## src/rtl/clk_meter_pkg.sv

```systemverilog
// Shared FSM state encoding for the clk_meter frequency/period meter.
package clk_meter_pkg;

   localparam logic [1:0] ST_IDLE_C    = 2'd0;
   localparam logic [1:0] ST_SYNC_C    = 2'd1;
   localparam logic [1:0] ST_MEASURE_C = 2'd2;
   localparam logic [1:0] ST_REPORT_C  = 2'd3;

   typedef enum logic [1:0] {
      ST_IDLE    = ST_IDLE_C,
      ST_SYNC    = ST_SYNC_C,
      ST_MEASURE = ST_MEASURE_C,
      ST_REPORT  = ST_REPORT_C
   } state_e;

endpackage

```

## src/rtl/clk_meter_sync.sv

```systemverilog
// Two-flop synchronizer plus history flop for the monitored clock; emits a
// one-cycle rise pulse. sync2_o exists only when CLK_METER_DUTY_EN is defined.
module clk_meter_sync (
   input  logic clk_i,
   input  logic reset_i,
   input  logic mon_clk_i,
`ifdef CLK_METER_DUTY_EN
   output logic sync2_o,
`endif
   output logic rise_o
);

   logic [2:0] sync_q, sync_d;

   always_comb begin
      sync_d = {sync_q[1:0], mon_clk_i};
   end

   always_ff @(posedge clk_i) begin
      if (reset_i) sync_q <= '0;
      else         sync_q <= sync_d;
   end

   assign rise_o = sync_q[1] & ~sync_q[2];
`ifdef CLK_METER_DUTY_EN
   assign sync2_o = sync_q[1];
`endif

endmodule

```

## src/rtl/clk_meter.sv

```systemverilog
// Measures clk_i cycles spanned by 2**avg_log2_p periods of mon_clk_i, with
// SYNC/MEASURE timeouts. CLK_METER_DUTY_EN adds high_o (high-phase cycle count).
module clk_meter
   import clk_meter_pkg::*;
#(
   parameter int width_p    = 16,
   parameter int avg_log2_p = 2
) (
   input  logic               clk_i,
   input  logic               reset_i,
   input  logic               mon_clk_i,
   input  logic               start_i,
   output logic [width_p-1:0] count_o,
   output logic               stalled_o,
   output logic               v_o,
   input  logic               yumi_i
`ifdef CLK_METER_DUTY_EN
  ,output logic [width_p-1:0] high_o
`endif
);

   localparam int                 PW     = avg_log2_p + 1;
   localparam logic [width_p-1:0] MAX_C  = '1;
   localparam logic [PW-1:0]      LAST_C = PW'((1 << avg_log2_p) - 1);

   state_e             state_q, state_d;
   logic [width_p-1:0] cnt_q, cnt_d, to_q, to_d, count_q, count_d;
   logic [PW-1:0]      per_q, per_d;
   logic               stalled_q, stalled_d, v_q, v_d;
   logic               rise;
`ifdef CLK_METER_DUTY_EN
   logic               sync2;
   logic [width_p-1:0] hcnt_q, hcnt_d, high_q, high_d;
`endif

   clk_meter_sync u_sync (
      .clk_i     (clk_i),
      .reset_i   (reset_i),
      .mon_clk_i (mon_clk_i),
`ifdef CLK_METER_DUTY_EN
      .sync2_o   (sync2),
`endif
      .rise_o    (rise)
   );

   always_comb begin
      state_d   = state_q;
      cnt_d     = cnt_q;
      to_d      = to_q;
      per_d     = per_q;
      count_d   = count_q;
      stalled_d = stalled_q;
      v_d       = v_q;
`ifdef CLK_METER_DUTY_EN
      hcnt_d    = hcnt_q;
      high_d    = high_q;
`endif
      case (state_q)
         ST_IDLE: begin
            if (start_i) begin
               state_d = ST_SYNC;
               to_d    = '0;
            end
         end
         ST_SYNC: begin
            if (rise) begin
               state_d = ST_MEASURE;
               cnt_d   = {{(width_p-1){1'b0}}, 1'b1};
               per_d   = '0;
`ifdef CLK_METER_DUTY_EN
               // The rise cycle itself has sync2=1 and is counted, like cnt.
               hcnt_d  = {{(width_p-1){1'b0}}, 1'b1};
`endif
            end else if (to_q == MAX_C - 1'b1) begin
               state_d   = ST_REPORT;
               count_d   = MAX_C;
               stalled_d = 1'b1;
               v_d       = 1'b1;
`ifdef CLK_METER_DUTY_EN
               high_d    = '0;
`endif
            end else begin
               to_d = to_q + 1'b1;
            end
         end
         ST_MEASURE: begin
            cnt_d = (cnt_q == MAX_C) ? MAX_C : cnt_q + 1'b1;
`ifdef CLK_METER_DUTY_EN
            if (sync2 && hcnt_q != MAX_C) hcnt_d = hcnt_q + 1'b1;
`endif
            // A final rise on the saturation cycle still counts as a clean result.
            if (rise && per_q == LAST_C) begin
               state_d   = ST_REPORT;
               count_d   = cnt_q;
               stalled_d = 1'b0;
               v_d       = 1'b1;
`ifdef CLK_METER_DUTY_EN
               high_d    = hcnt_q;
`endif
            end else if (cnt_q == MAX_C) begin
               state_d   = ST_REPORT;
               count_d   = MAX_C;
               stalled_d = 1'b1;
               v_d       = 1'b1;
`ifdef CLK_METER_DUTY_EN
               high_d    = hcnt_q;
`endif
            end else if (rise) begin
               per_d = per_q + 1'b1;
            end
         end
         ST_REPORT: begin
            if (yumi_i) begin
               state_d = ST_IDLE;
               v_d     = 1'b0;
            end
         end
         default: state_d = ST_IDLE;
      endcase
   end

   always_ff @(posedge clk_i) begin
      if (reset_i) begin
         state_q   <= ST_IDLE;
         cnt_q     <= '0;
         to_q      <= '0;
         per_q     <= '0;
         count_q   <= '0;
         stalled_q <= 1'b0;
         v_q       <= 1'b0;
`ifdef CLK_METER_DUTY_EN
         hcnt_q    <= '0;
         high_q    <= '0;
`endif
      end else begin
         state_q   <= state_d;
         cnt_q     <= cnt_d;
         to_q      <= to_d;
         per_q     <= per_d;
         count_q   <= count_d;
         stalled_q <= stalled_d;
         v_q       <= v_d;
`ifdef CLK_METER_DUTY_EN
         hcnt_q    <= hcnt_d;
         high_q    <= high_d;
`endif
      end
   end

   assign count_o   = count_q;
   assign stalled_o = stalled_q;
   assign v_o       = v_q;
`ifdef CLK_METER_DUTY_EN
   assign high_o    = high_q;
`endif

endmodule

```

## config.mk

```make
export PLATFORM = sky130hd
export DESIGN_NAME = clk_meter
export DESIGN_NICKNAME = d
export VERILOG_FILES = /design/src/rtl/clk_meter_pkg.sv /design/src/rtl/clk_meter_sync.sv /design/src/rtl/clk_meter.sv
export SDC_FILE = /design/constraint.sdc
export NUM_CORES = 1
export LEC_CHECK = 0
export CORE_ASPECT_RATIO = 0.5
export CORE_MARGIN = 2
export CORE_UTILIZATION = 48
export DETAILED_ROUTE_END_ITERATION = 10
export PLACE_DENSITY_LB_ADDON = 0.15
export SYNTH_ARGS = -nofsm -noshare
export SYNTH_HDL_FRONTEND = slang
export SYNTH_SLANG_ARGS = --single-unit
```

## constraint.sdc

```tcl
create_clock -name clk_i -period 2.3 [get_ports clk_i]
set_input_delay 0.46 -clock clk_i [delete_from_list [all_inputs] [get_ports clk_i]]
set_output_delay 0.46 -clock clk_i [all_outputs]
set_load 0.02 [all_outputs]
```

After elaboration in Yosys (flattened, before gate mapping)
Index checks and enable logic that the tools add are counted.
- add/sub/neg operators: 3
- muxes and demuxes: 32
- equal/unequal tests: 17
- bitwise operators: 2
- reductions and logical operators: 11
- operator list (cell ; number):
    $mux W16 ; 9
    $pmux W16 S2 ; 3
    $add A16 B1 Y16 const B ; 2
    $eq A16 B16 Y1 const B ; 2
    $ne A2 B2 Y1 const B ; 9
    $mux W2 ; 6
    $mux W3 ; 4
    $reduce_and A4 Y1 ; 3
    $reduce_and A5 Y1 ; 2
    $pmux W2 S4 ; 1
    $mux W1 ; 6
    $ne A3 B3 Y1 const B ; 2
    $pmux W3 S2 ; 1
    $eq A2 B2 Y1 const B ; 2
    $reduce_bool A2 Y1 ; 2
    $add A3 B1 Y3 const B ; 1
    $eq A3 B2 Y1 const B ; 1
    $pmux W1 S3 ; 1
    $reduce_bool A3 Y1 ; 1
    $eq A2 B1 Y1 const B ; 1
    $logic_not A2 Y1 ; 1
    $pmux W1 S2 ; 1
    $reduce_and A2 Y1 ; 1
    $and A1 B1 Y1 ; 1
    other kinds (2) ; 2
- register bits: 58
- output and inout port bits: 18
- word-level logic and storage cells: 73

Longest topological paths before layout
- word-level depth: 6
- depth in mapped cells: 9
- depth with buffers taken out: 7

Hierarchy
Synthesis repeated with hierarchy kept, for this count alone.
- cell total of the unflattened synthesis: 325
- area total of the unflattened synthesis: 2910.3 um^2
- by module, submodules not included (module ; seq. area each (um^2) ; instances ; area each (um^2) ; cells an instance):
    clk_meter ; 1101.1 ; 1 ; 2822.7 ; 318
    clk_meter_sync ; 60.1 ; 1 ; 87.6 ; 7

Worst setup path before layout
OpenSTA, ideal clock, no wires.
- path type: register -> register
- start: register state_q[1]
- end: register to_q[6]
- path slack: 262 ps
- period minus slack after synthesis: 2038 ps
- arrival: 1969 ps
- path buffers: 2
- cell stages (with the launch flop): 10
- setup time: 70 ps
- cell sequence: dfxtp_1 -> inv_1 -> ha_1 -> clkbuf_1 -> inv_1 -> nor2_1 -> a32oi_1 -> buf_2 -> or3_2 -> a21oi_1
- cells in the longest elaborated chain, start to end: 3
- elaborated cells between the ends (all ways): 8
- classes of those cells: eq/ne (4); mux (1); reduce/logical (3)
- ends and longest elaborated chain (what ; line ; RTL):
    from (decl) ; clk_meter.sv:26 ; state_e state_q, state_d;
    from (signal assigned) ; clk_meter.sv:136 ; state_q <= state_d;
    $eq A2 B1 Y1 / $logic_not A2 Y1 (equally long branches) ; clk_meter.sv:58 ; case (state_q)
    $ne A2 B2 Y1 (no source line) / $reduce_bool A2 Y1 (equally long branches) ; - ;
    $reduce_and A4 Y1 (no source line) ; - ;
    to (signal assigned) ; clk_meter.sv:138 ; to_q <= to_d;
    to (decl) ; clk_meter.sv:27 ; logic [width_p-1:0] cnt_q, cnt_d, to_q, to_d, count_q, count_d;
Parallel ways exist; a longest one is shown, timed or not.
A chain may end at the register's enable or synchronous reset.

Final worst setup path
- start: register state_q[1]
- end: register cnt_q[9]
- cells in the longest elaborated chain, start to end: 3
- elaborated cells between the ends (all ways): 6
- classes of those cells: eq/ne (3); mux (1); reduce/logical (2)
- ends and longest elaborated chain (what ; line ; RTL):
    $eq A2 B1 Y1 / $eq A2 B2 Y1 (equally long branches) ; clk_meter.sv:58 ;
    $ne A2 B2 Y1 (no source line) / $reduce_bool A2 Y1 (equally long branches) ; - ;
    $reduce_and A2 Y1 (no source line) ; - ;
    to (signal assigned) ; clk_meter.sv:137 ; cnt_q <= cnt_d;
    to (decl) ; clk_meter.sv:27 ;
Parallel ways exist; a longest one is shown, timed or not.

==> flow_summary_export.csv <==
group,metric,value,unit
synthesis,syn-cell-area,0.00282,mm²
worst_setup_path,startpoint_type,"register",
route,ant_nets,0,
worst_setup_path,cp_slowest_stage_delay,740,ps
synthesis,synth_cells,324,
worst_setup_path,critPathMostFrequentCell,"inv_1",
timing,post-route-period-util,94.7,%
worst_setup_path,path_class,"reg -> reg",
worst_setup_path,r2r-start,"state_q[1]",
min_path,hold_class,"reg -> reg",
synthesis,syn-num-nets,338,
pwr,power.density,1090,mW/mm²
route,vias_per_cell,6.01,
cells_and_area,layout.filler_cells,461,
clocking,cts_buffer_depth,2,
run_status,outcome,"finished, final reports clean",
global_routing,grt_pass1_vias,2401,
synthesis,ys_async_sr_fraction,0,%
timing,period_minus_slack,2180,ps
synthesis,synth_edf_count,0,
synthesis,ys.flop_type,"dfxtp_1",
pwr,p_leak,1.23,nW
timing,fin_setup_tns,0,ps
global_routing,grt_antenna_before_repair,0,
worst_setup_path,cp.arrival,2400,ps
worst_setup_path,cp_num_buf_inv,2,
worst_setup_path,worstReg2RegEnd,"cnt_q[9]",
cells_and_area,diodes,0,
timing,worst_slew_pin_slew,896,ps
timing,hold_viol,0,
die,core_area,0.00559,mm²
clocking,cts_setup_buffers,0,
clocking,cts_tree,"built",
clocking,clk_root_buffer_cell,"clkbuf_16",
cells_and_area,fin_util,62.2,%
die,die_w,112,µm
worst_setup_path,crit_start,"state_q[1]",
worst_setup_path,crit_chain,"inv_1, ha_1, inv_1, o21ai_0, nor2_1, a311oi_1",
clocking,cts_buffers,9,
cells_and_area,drive_gt1_share,16.2,%
clocking,clkLatencyLatePin,320,ps
route,drt_iter0_markers,194,
min_path,whs_path_depth,1,
placement,hpwlAfterDp,4.45,mm
worst_setup_path,r2r_cells,6,
worst_setup_path,end_kind,"register",
die,rows,19,
die,die_y,58.2,µm
global_routing,grt.overflow.total,0,
synthesis,synth_warnings,0,
placement,io_buffers,22,
synthesis,synth_cell_types,49,
pwr,power,3.80,mW
route,drc,0,
route,wire_per_inst,15.6,µm
worst_setup_path,required,2530,ps
global_routing,grt_max_degree,18,
cells_and_area,area_delta_synth_final,23.2,%
synthesis,synth_seq_cells,58,
worst_setup_path,rrSetupSlack,120,ps
route,num_vias,2597,
min_path,holdPathEnd,"u_sync.sync_q[1]",
cells_and_area,multi_input_area,0.00157,mm²
die,io_pins,23,
synthesis,syn_area_per_cell,8.71,µm²
timing,fin_worst_skew,5.18,ps
min_path,hp-start,"u_sync.sync_q[0]",
timing,setup_viol,0,
cells_and_area,fin_nets,369,
timing,slew_headroom,39.6,%
die,die_area,0.00654,mm²
cells_and_area,regArea,0.00116,mm²
placement,placed_area,0.00318,mm²
route,firstDrtPassIters,5,
cells_and_area,finalInstanceArea,0.00348,mm²
timing,slew_viol_final,0,
route,wirelength,6.72,mm
clocking,cts_sinks,58,
placement,gp_congestion,0.847,
global_routing,grt_usage,22.0,%
pwr,ir_worst_vdd,0.990,mV
clocking,cts_max_level,3,
synthesis,ys_seq_area_share,41.2,%
global_routing,grt_pass1_wl,11.3,mm
run,cap_violations,0,
worst_setup_path,critPathTopFamily,"compound AO/OA/AOI/OAI gates",
worst_setup_path,critPathMaxFanout,6,
timing,fmaxAchievable,459,MHz
clocking,path_clk_slew,50,ps
die,floorplan.initialDensity,50.5,%
worst_setup_path,crit_path_top_delay_cell,"o21ai_0",
per-layer routing:
metal  wire, µm  vias up  share of wire, %  global-route usage [%]
met1       3110     1232                46                    27.8
met3        375        9               5.6                    6.80
met5          0        -                 0                       0
met2       3160       69                47                    36.7
li1           -     1287                 -                       -
met4         74        0               1.1                    7.32
registers in the layout, summed over array words and instances (netlist names):
name	count
v_o	1
per_q	3
count_o	16
state_q	2
stalled_o	1
to_q	16
u_sync.sync_q	3
cnt_q	16
worst register-to-register path, stage by stage (launching register included):
cell and delay [ps]:
dfxtp_1 350, inv_1 100, ha_1 280, inv_1 160
o21ai_0 740, nor2_1 140, a311oi_1 310
metrics by stage:
step	instances	hold WS, ps	setup WS, ps
after floorplan	324	414	262
after global placement	417	422	33.8
after detailed placement	417	434	-77.3
after CTS	432	460	145
after global routing	432	474	-0.397
final	432	458	122
cells in the final DEF, fill, tap and decap left out, types with 3 or more instances in the layout:
master            n
a211oi_1          5
a21o_1            4
a21oi_1          36
and4_1            7
buf_4            14
clkbuf_16         9
clkdlybuf4s50_1  22
clkinv_2          3
dfxtp_1          58
ha_1              9
inv_1             9
nand2_1          21
nand3_1          11
nand4_1           9
nor2_1           20
nor2b_1           9
nor3_1            4
nor4_1            3
o21ai_0          33
o221a_2          16
or3_1            12
or4_1             3
cell usage after synthesis, types with 3 or more instances:
cell type	n	area [µm²]
nor2_1	21	78.8
o221a_2	16	180
nand4_1	9	56.3
ha_1	9	113
a21o_1	4	30.0
a211oi_1	5	37.5
dfxtp_1	58	1160
a21oi_1	37	185
nor2b_1	9	56.3
nor4_1	4	25.0
clkbuf_1	12	45.0
nand2_1	21	78.8
or3_1	12	75.1
o21ai_0	33	165
or4_1	3	22.5
inv_1	9	33.8
buf_2	4	20.0
nand3_1	11	55.1
and4_1	7	61.3
nor3_1	4	20.0
worst max-delay path by stage:
stage / endpoint / slack, ps / depth (start not counted)
5_1_grt: cnt_q[12] / -0.4 / 7
2_1_floorplan: to_q[6] / 260 / 9
3_5_place_dp: to_q[3] / -80 / 6
4_1_cts: to_q[10] / 140 / 8
3_3_place_gp: to_q[3] / 30 / 6
6_report: cnt_q[9] / 120 / 6
power by group:
part / leakage [nW] / switching [mW] / internal (mW)
Sequential: 0.472 / 0.107 / 1.18
Clock: 0.138 / 0.429 / 0.773
Combinational: 0.623 / 0.668 / 0.647
timing repair:
item,in CTS,in global routing
hold buffers,0,0
gates cloned,0,0
endpoints found under the setup margin,3,6
gates resized for setup,1,4
endpoints found under the hold margin,0,0
final cells by class:
type / instances / share of cell area [%]
clock inverters: 3 / 0.432
clock buffers: 12 / 7.38
inverters: 10 / 1.08
repair buffers: 37 / 9.93
well taps: 73 / 2.63
flip-flops and latches: 58 / 33.4
multi-input cells: 239 / 45.2
cells by family (layout without fill, tap and decap cells):
group           count (synthesis)  in the layout  synth area share (%)
compound gates                113            113                  26.7
mux                             2              2                 0.754
xor+xnor                        1              1                 0.310
buf+inv                        27             62                  4.04
simple gates                  114            114                  23.1
flops                          58             58                  41.2
fa+ha+maj                       9              9                  3.99
(Power assumes the default switching activity.)
